## src/rtl/pipelined_mac_pkg.sv

```systemverilog
// pipelined_mac_pkg
// Shared definitions for the pipelined multiply-add/accumulate unit:
// mode encodings and default operand/accumulator widths.
package pipelined_mac_pkg;

   localparam int MAC_WIDTH_DEF     = 8;
   localparam int MAC_ACC_WIDTH_DEF = 16;

   typedef enum logic {
      MAC_MODE_MULADD = 1'b0,
      MAC_MODE_ACC    = 1'b1
   } mac_mode_e;

endpackage

```

## src/rtl/pipelined_mac_sat_add.sv

```systemverilog
// sat_add
// Combinational adder used in the accumulate stage. Adds two ACC_WIDTH
// values at ACC_WIDTH+1 bits, reports the carry-out as overflow and, when
// SAT is set, clamps an overflowing result to all-ones.
// Ports:
//   p       in   ACC_WIDTH  zero-extended product
//   addend  in   ACC_WIDTH  c or accumulator
//   result  out  ACC_WIDTH  wrapped or clamped sum
//   ovf     out  1          sum did not fit in ACC_WIDTH bits
module sat_add #(
   parameter int ACC_WIDTH = 16,
   parameter int SAT       = 0
) (
   input  logic [ACC_WIDTH-1:0] p,
   input  logic [ACC_WIDTH-1:0] addend,
   output logic [ACC_WIDTH-1:0] result,
   output logic                 ovf
);

   logic [ACC_WIDTH:0] sum;

   assign sum    = {1'b0, p} + {1'b0, addend};
   assign ovf    = sum[ACC_WIDTH];
   assign result = ((SAT != 0) && ovf) ? {ACC_WIDTH{1'b1}} : sum[ACC_WIDTH-1:0];

endmodule

```

## src/rtl/pipelined_mac.sv

```systemverilog
// pipelined_mac
// Pipelined unsigned multiply-add (mode 0: a*b+c) / accumulate
// (mode 1: acc+a*b, or c+a*b when acc_clr) with optional saturation.
// Beats are registered at the input boundary, multiplied (S1), added and
// accumulated (S2) and presented on the output register (S3), so a beat
// accepted at edge k is visible after edge k+3. The whole pipe advances
// together whenever the output register is empty or being consumed.
// Ports:
//   clk, rst_n           clock (rising edge), async active-low reset
//   in_valid/in_ready    input handshake; in_ready is combinational
//   a, b                 WIDTH-bit unsigned operands
//   c                    ACC_WIDTH addend / accumulator seed
//   mode, acc_clr        operation select, accumulator seed select
//   out_valid/out_ready  output handshake
//   data_out, ovf        result and overflow flag
module pipelined_mac
   import pipelined_mac_pkg::*;
#(
   parameter int WIDTH     = MAC_WIDTH_DEF,
   parameter int ACC_WIDTH = MAC_ACC_WIDTH_DEF,
   parameter int SAT       = 0
) (
   input  logic                 clk,
   input  logic                 rst_n,
   input  logic                 in_valid,
   output logic                 in_ready,
   input  logic [WIDTH-1:0]     a,
   input  logic [WIDTH-1:0]     b,
   input  logic [ACC_WIDTH-1:0] c,
   input  logic                 mode,
   input  logic                 acc_clr,
   output logic                 out_valid,
   input  logic                 out_ready,
   output logic [ACC_WIDTH-1:0] data_out,
   output logic                 ovf
);

   generate
      if (ACC_WIDTH < 2*WIDTH) begin : g_width_check
         $error("pipelined_mac: ACC_WIDTH must be >= 2*WIDTH");
      end
   endgenerate

   logic advance;

   // operand register
   logic                 op_valid;
   logic [WIDTH-1:0]     op_a;
   logic [WIDTH-1:0]     op_b;
   logic [ACC_WIDTH-1:0] op_c;
   mac_mode_e            op_mode;
   logic                 op_clr;

   // S1: product
   logic                 s1_valid;
   logic [ACC_WIDTH-1:0] s1_p;
   logic [ACC_WIDTH-1:0] s1_c;
   mac_mode_e            s1_mode;
   logic                 s1_clr;

   // S2: sum and accumulator
   logic                 s2_valid;
   logic [ACC_WIDTH-1:0] s2_res;
   logic                 s2_ovf;
   logic [ACC_WIDTH-1:0] acc;

   logic [2*WIDTH-1:0]   prod;
   logic [ACC_WIDTH-1:0] addend;
   logic [ACC_WIDTH-1:0] add_res;
   logic                 add_ovf;

   assign advance  = !out_valid || out_ready;
   assign in_ready = advance;

   assign prod = {{WIDTH{1'b0}}, op_a} * {{WIDTH{1'b0}}, op_b};

   // acc_clr only matters in accumulate mode; mode 0 always adds c
   assign addend = ((s1_mode == MAC_MODE_MULADD) || s1_clr) ? s1_c : acc;

   sat_add #(
      .ACC_WIDTH (ACC_WIDTH),
      .SAT       (SAT)
   ) u_sat_add (
      .p      (s1_p),
      .addend (addend),
      .result (add_res),
      .ovf    (add_ovf)
   );

   always_ff @(posedge clk or negedge rst_n) begin
      if (!rst_n) begin
         op_valid  <= 1'b0;
         op_a      <= '0;
         op_b      <= '0;
         op_c      <= '0;
         op_mode   <= MAC_MODE_MULADD;
         op_clr    <= 1'b0;
         s1_valid  <= 1'b0;
         s1_p      <= '0;
         s1_c      <= '0;
         s1_mode   <= MAC_MODE_MULADD;
         s1_clr    <= 1'b0;
         s2_valid  <= 1'b0;
         s2_res    <= '0;
         s2_ovf    <= 1'b0;
         acc       <= '0;
         out_valid <= 1'b0;
         data_out  <= '0;
         ovf       <= 1'b0;
      end else if (advance) begin
         op_valid <= in_valid;
         if (in_valid) begin
            op_a    <= a;
            op_b    <= b;
            op_c    <= c;
            op_mode <= mac_mode_e'(mode);
            op_clr  <= acc_clr;
         end

         s1_valid <= op_valid;
         if (op_valid) begin
            s1_p    <= ACC_WIDTH'(prod);
            s1_c    <= op_c;
            s1_mode <= op_mode;
            s1_clr  <= op_clr;
         end

         // acc is read and written here only, so consecutive mode-1
         // beats chain without forwarding
         s2_valid <= s1_valid;
         if (s1_valid) begin
            s2_res <= add_res;
            s2_ovf <= add_ovf;
            if (s1_mode == MAC_MODE_ACC) begin
               acc <= add_res;
            end
         end

         out_valid <= s2_valid;
         if (s2_valid) begin
            data_out <= s2_res;
            ovf      <= s2_ovf;
         end
      end
   end

endmodule

```

## config.mk

```make
export PLATFORM = sky130hd
export DESIGN_NAME = pipelined_mac
export DESIGN_NICKNAME = d
export VERILOG_FILES = /design/src/rtl/pipelined_mac_pkg.sv /design/src/rtl/pipelined_mac_sat_add.sv /design/src/rtl/pipelined_mac.sv
export SDC_FILE = /design/constraint.sdc
export NUM_CORES = 1
export LEC_CHECK = 0
export CAP_MARGIN = 20
export CORE_UTILIZATION = 38
export CTS_CLUSTER_DIAMETER = 150
export DETAILED_ROUTE_END_ITERATION = 16
export GPL_ROUTABILITY_DRIVEN = 1
export MAX_ROUTING_LAYER = met4
export PLACE_DENSITY = 0.56
export SYNTH_ARGS = -nofsm -noshare
export SYNTH_HDL_FRONTEND = slang
export SYNTH_SLANG_ARGS = --single-unit
```

## constraint.sdc

```tcl
create_clock -name clk -period 8.4 [get_ports clk]
set_clock_uncertainty 0.15 [all_clocks]
set_input_delay 1.26 -clock clk [delete_from_list [all_inputs] [get_ports clk]]
set_output_delay 1.26 -clock clk [all_outputs]
set_load 0.02 [all_outputs]
```

==> metrics.md <==
| Metric | Value |
|---|---|
| Drt initial violations | 231 |
| Final GP Congestion | 0.9143 |
| IO Port Bufs | 56 |
| Syn Nets | 778 |
| Vias per std cell | 4.913 |
| Hold crit path type | flip-flop to flip-flop |
| Largest delay share family, worst path | adder cells |
| Placed cell areas | 8299 um2 |
| WP buf/inv | 3 |
| Crit. End Element | flip-flop |
| RSZ-0062 raised after global routing | no |
| Post-synth top flop | dfrtp_1 |
| First-pass GRT wire length | 25,120 um |
| Critical path type | flip-flop to flip-flop |
| Max cap viols | 0 |
| CTS max path bufs | 2 |
| Synthesized flop and latch total | 122 |
| DRT antenna net count | 0 |
| Detailed Place HPWL | 11,160 um |
| Cells after DPL | 953 |
| Hold_ws | 0.3234 ns |
| Final Max Tran Viols | 0 |
| Critical path cell sequence | nand2_1, fa_1, fa_1, inv_1, fa_1, inv_1, fa_1, inv_1, ha_1, o21ai_1, a21oi_1, o31a_1, a311oi_1, xnor2_1, o21ai_0 |
| Syn. warnings | 0 |
| CP Data Arrival Time | 4.84 ns |
| Setup TNS | 0 ns |
| R2R setup slack | 3.69 ns |
| Final setup violation count | 0 |
| Routed wire per std cell | 15.12 um |
| CP max stage delay | 0.55 ns |
| Setup Buffers After CTS | 0 |
| GRT Total Usage | 16.48% |
| Final Non-Filler Cells | 984 |
| Width of the die | 142.2 um |
| Fill count | 1,729 |
| Status | complete, no violations |
| Core area | 18,960 um2 |
| CTS Sinks | 122 |
| Vias in the first global route | 5,183 |
| Die area | 20,220 um2 |
| Routed WL | 14,870 um |
| Sequential area share after synthesis | 40.88% |
| Synth unique cells | 43 |
| Post_cts resized | 0 |
| Period utilisation layout | 56.10% |
| Io pins | 57 |
| Clock Pin Slew Worst Setup and Hold Paths | 0.06 ns |
| Register area | 3053 um2 |
| Htree depth | 4 |
| Footprint of the multi-input gates | 4145 um2 |
| DR vias | 4,834 |
| Mapped Avg Cell Area | 11.47 um2 |
| Clk_lat worst skew | 0.42 ns |
| ANT cells | 0 |
| Most common cell after layout, fill and taps aside | dfrtp_1 |
| Critical Path Start Type | flip-flop |
| Hold buffer count at CTS | 0 |
| Hold Fails Final Rpt | 0 |
| Fraction of layout cells with a size suffix above 1 | 20.30% |
| TritonCTS buffer count | 17 |
| Most frequent cells in the layout | dfrtp_1 (122), mux2_2 (110), nand2_1 (57), clkdlybuf4s50_1 (55) |
| Mapped Area | 7468 um2 |
| Req. time, crit path | 8.53 ns |
| Nets | 839 |
| Crit-path slowest cell | fa_1 |
| GRT overflow | 0 |
| Layout area overhead | 18.58% |
| EDFF count, synth | 0 |
| Initial antenna violation count | 0 |
| Starting Density | 39.40% |
| Worst Path Max Fanout | 9 |
| Initial DRT Pass Iterations | 4 |
| Synth async-reset ratio | 100.0% |
| Post-route cell area | 8856 um2 |
| Placement Rows | 50 |
| Worst Tran Pin Value | 0.9366 ns |
| Cell mode on critical path | fa_1 |
| DRC | 0 |
| Largest net degree at the start of global routing | 72 |
| Achievable Freq | 0.2122 GHz |
| CTS tree | done |
| Chip Height | 142.2 um |
| Min cycle time layout | 4.712 ns |
| Mapped Cells | 651 |
| Max-slew headroom | 37.39% |
| Clk root buf | clkbuf_16 |
## state kept, by name (all words and copies together) (netlist names), 8 cells and up
name      flops
op_b          8
op_c         16
s1_c         16
acc          16
s2_res       16
s1_p         16
op_a          8
data_out     16
## per-stage QoR
| step | util, % | setup WS (ns) |
|---|---|---|
| 6_report | 46.72 | 3.688 |
| 5_1_grt | 46.72 | 3.535 |
| 4_1_cts | 46.72 | 3.729 |
| 3_5_place_dp | 43.78 | 3.737 |
| 3_3_place_gp | 43.78 | 3.866 |
| 2_1_floorplan | - | 4.074 |
## synth_stat cells, types with 2 or more instances
cell      count  area share (%)
a21o_1        6            0.60
xnor2_1      14             1.6
nand2_1      57             2.9
a311oi_1      2            0.23
fa_1         37             9.9
a211oi_1      5            0.50
clkbuf_1      8            0.40
nor3_1        2            0.13
nand2b_1      4            0.34
nor2_1       15            0.75
o21ai_0      37             2.5
nand3_1       4            0.27
nor2b_1       2            0.17
mux2i_1       3            0.40
o31ai_1       4            0.40
dfrtp_1     122              41
a41oi_1       2            0.23
o21a_1        7            0.70
and3_1        2            0.17
buf_2         9            0.60
a31oi_1       2            0.17
o21bai_1      2            0.20
mux2_2      110              17
ha_1         52             8.7
inv_1        51             2.6
a21oi_1      18             1.2
xor2_1        7            0.82
and2_1       52             4.4
## metal layers
metal	wire (um)	vias up	GRT usage, %
met5	0	-	-
met4	244	0	6.282
met3	425	22	3.163
met2	7223	94	26.47
met1	6979	2375	20.59
li1	-	2343	-
## final cells by class
cell class	instances	area share, %
well taps	260	3.673
repair buffers	59	6.556
clock inverters	10	1.088
multi-input cells	460	46.81
clock buffers	21	5.199
flip-flops and latches	122	34.47
inverters	52	2.204
## worst min-delay path, delay by kind of cell (launching register included)
family,cells,cell delay [ns]
DFF,1,0.34
AOI/OAI and AO/OA,1,0.06
and+or+nand+nor,1,0.04
## final timing paths
path	end	cells past startpoint	startpoint
worst max-delay path	s1_p[15]	15	op_a[0]
worst min-delay path	s2_res[8]	2	s2_res[8]
worst max register to register	s1_p[15]	15	op_a[0]
worst min register to register	s2_res[8]	2	s2_res[8]
max in group asynchronous	op_a[7]	2	rst_n
min in group asynchronous	data_out[14]	1	rst_n
## cells by family (layout without fill, tap and decap cells)
group	Yosys count	in the layout	synth area share, %
xor+xnor	21	21	2.463
fa+ha+maj	89	89	18.63
compound gates	95	95	7.992
simple gates	142	142	9.432
flops	122	122	40.88
buf+inv	69	142	3.619
mux	113	113	16.99
Power is not shown: default switching activity piles up to over one toggle a cycle in this logic, so the estimate is an artifact.
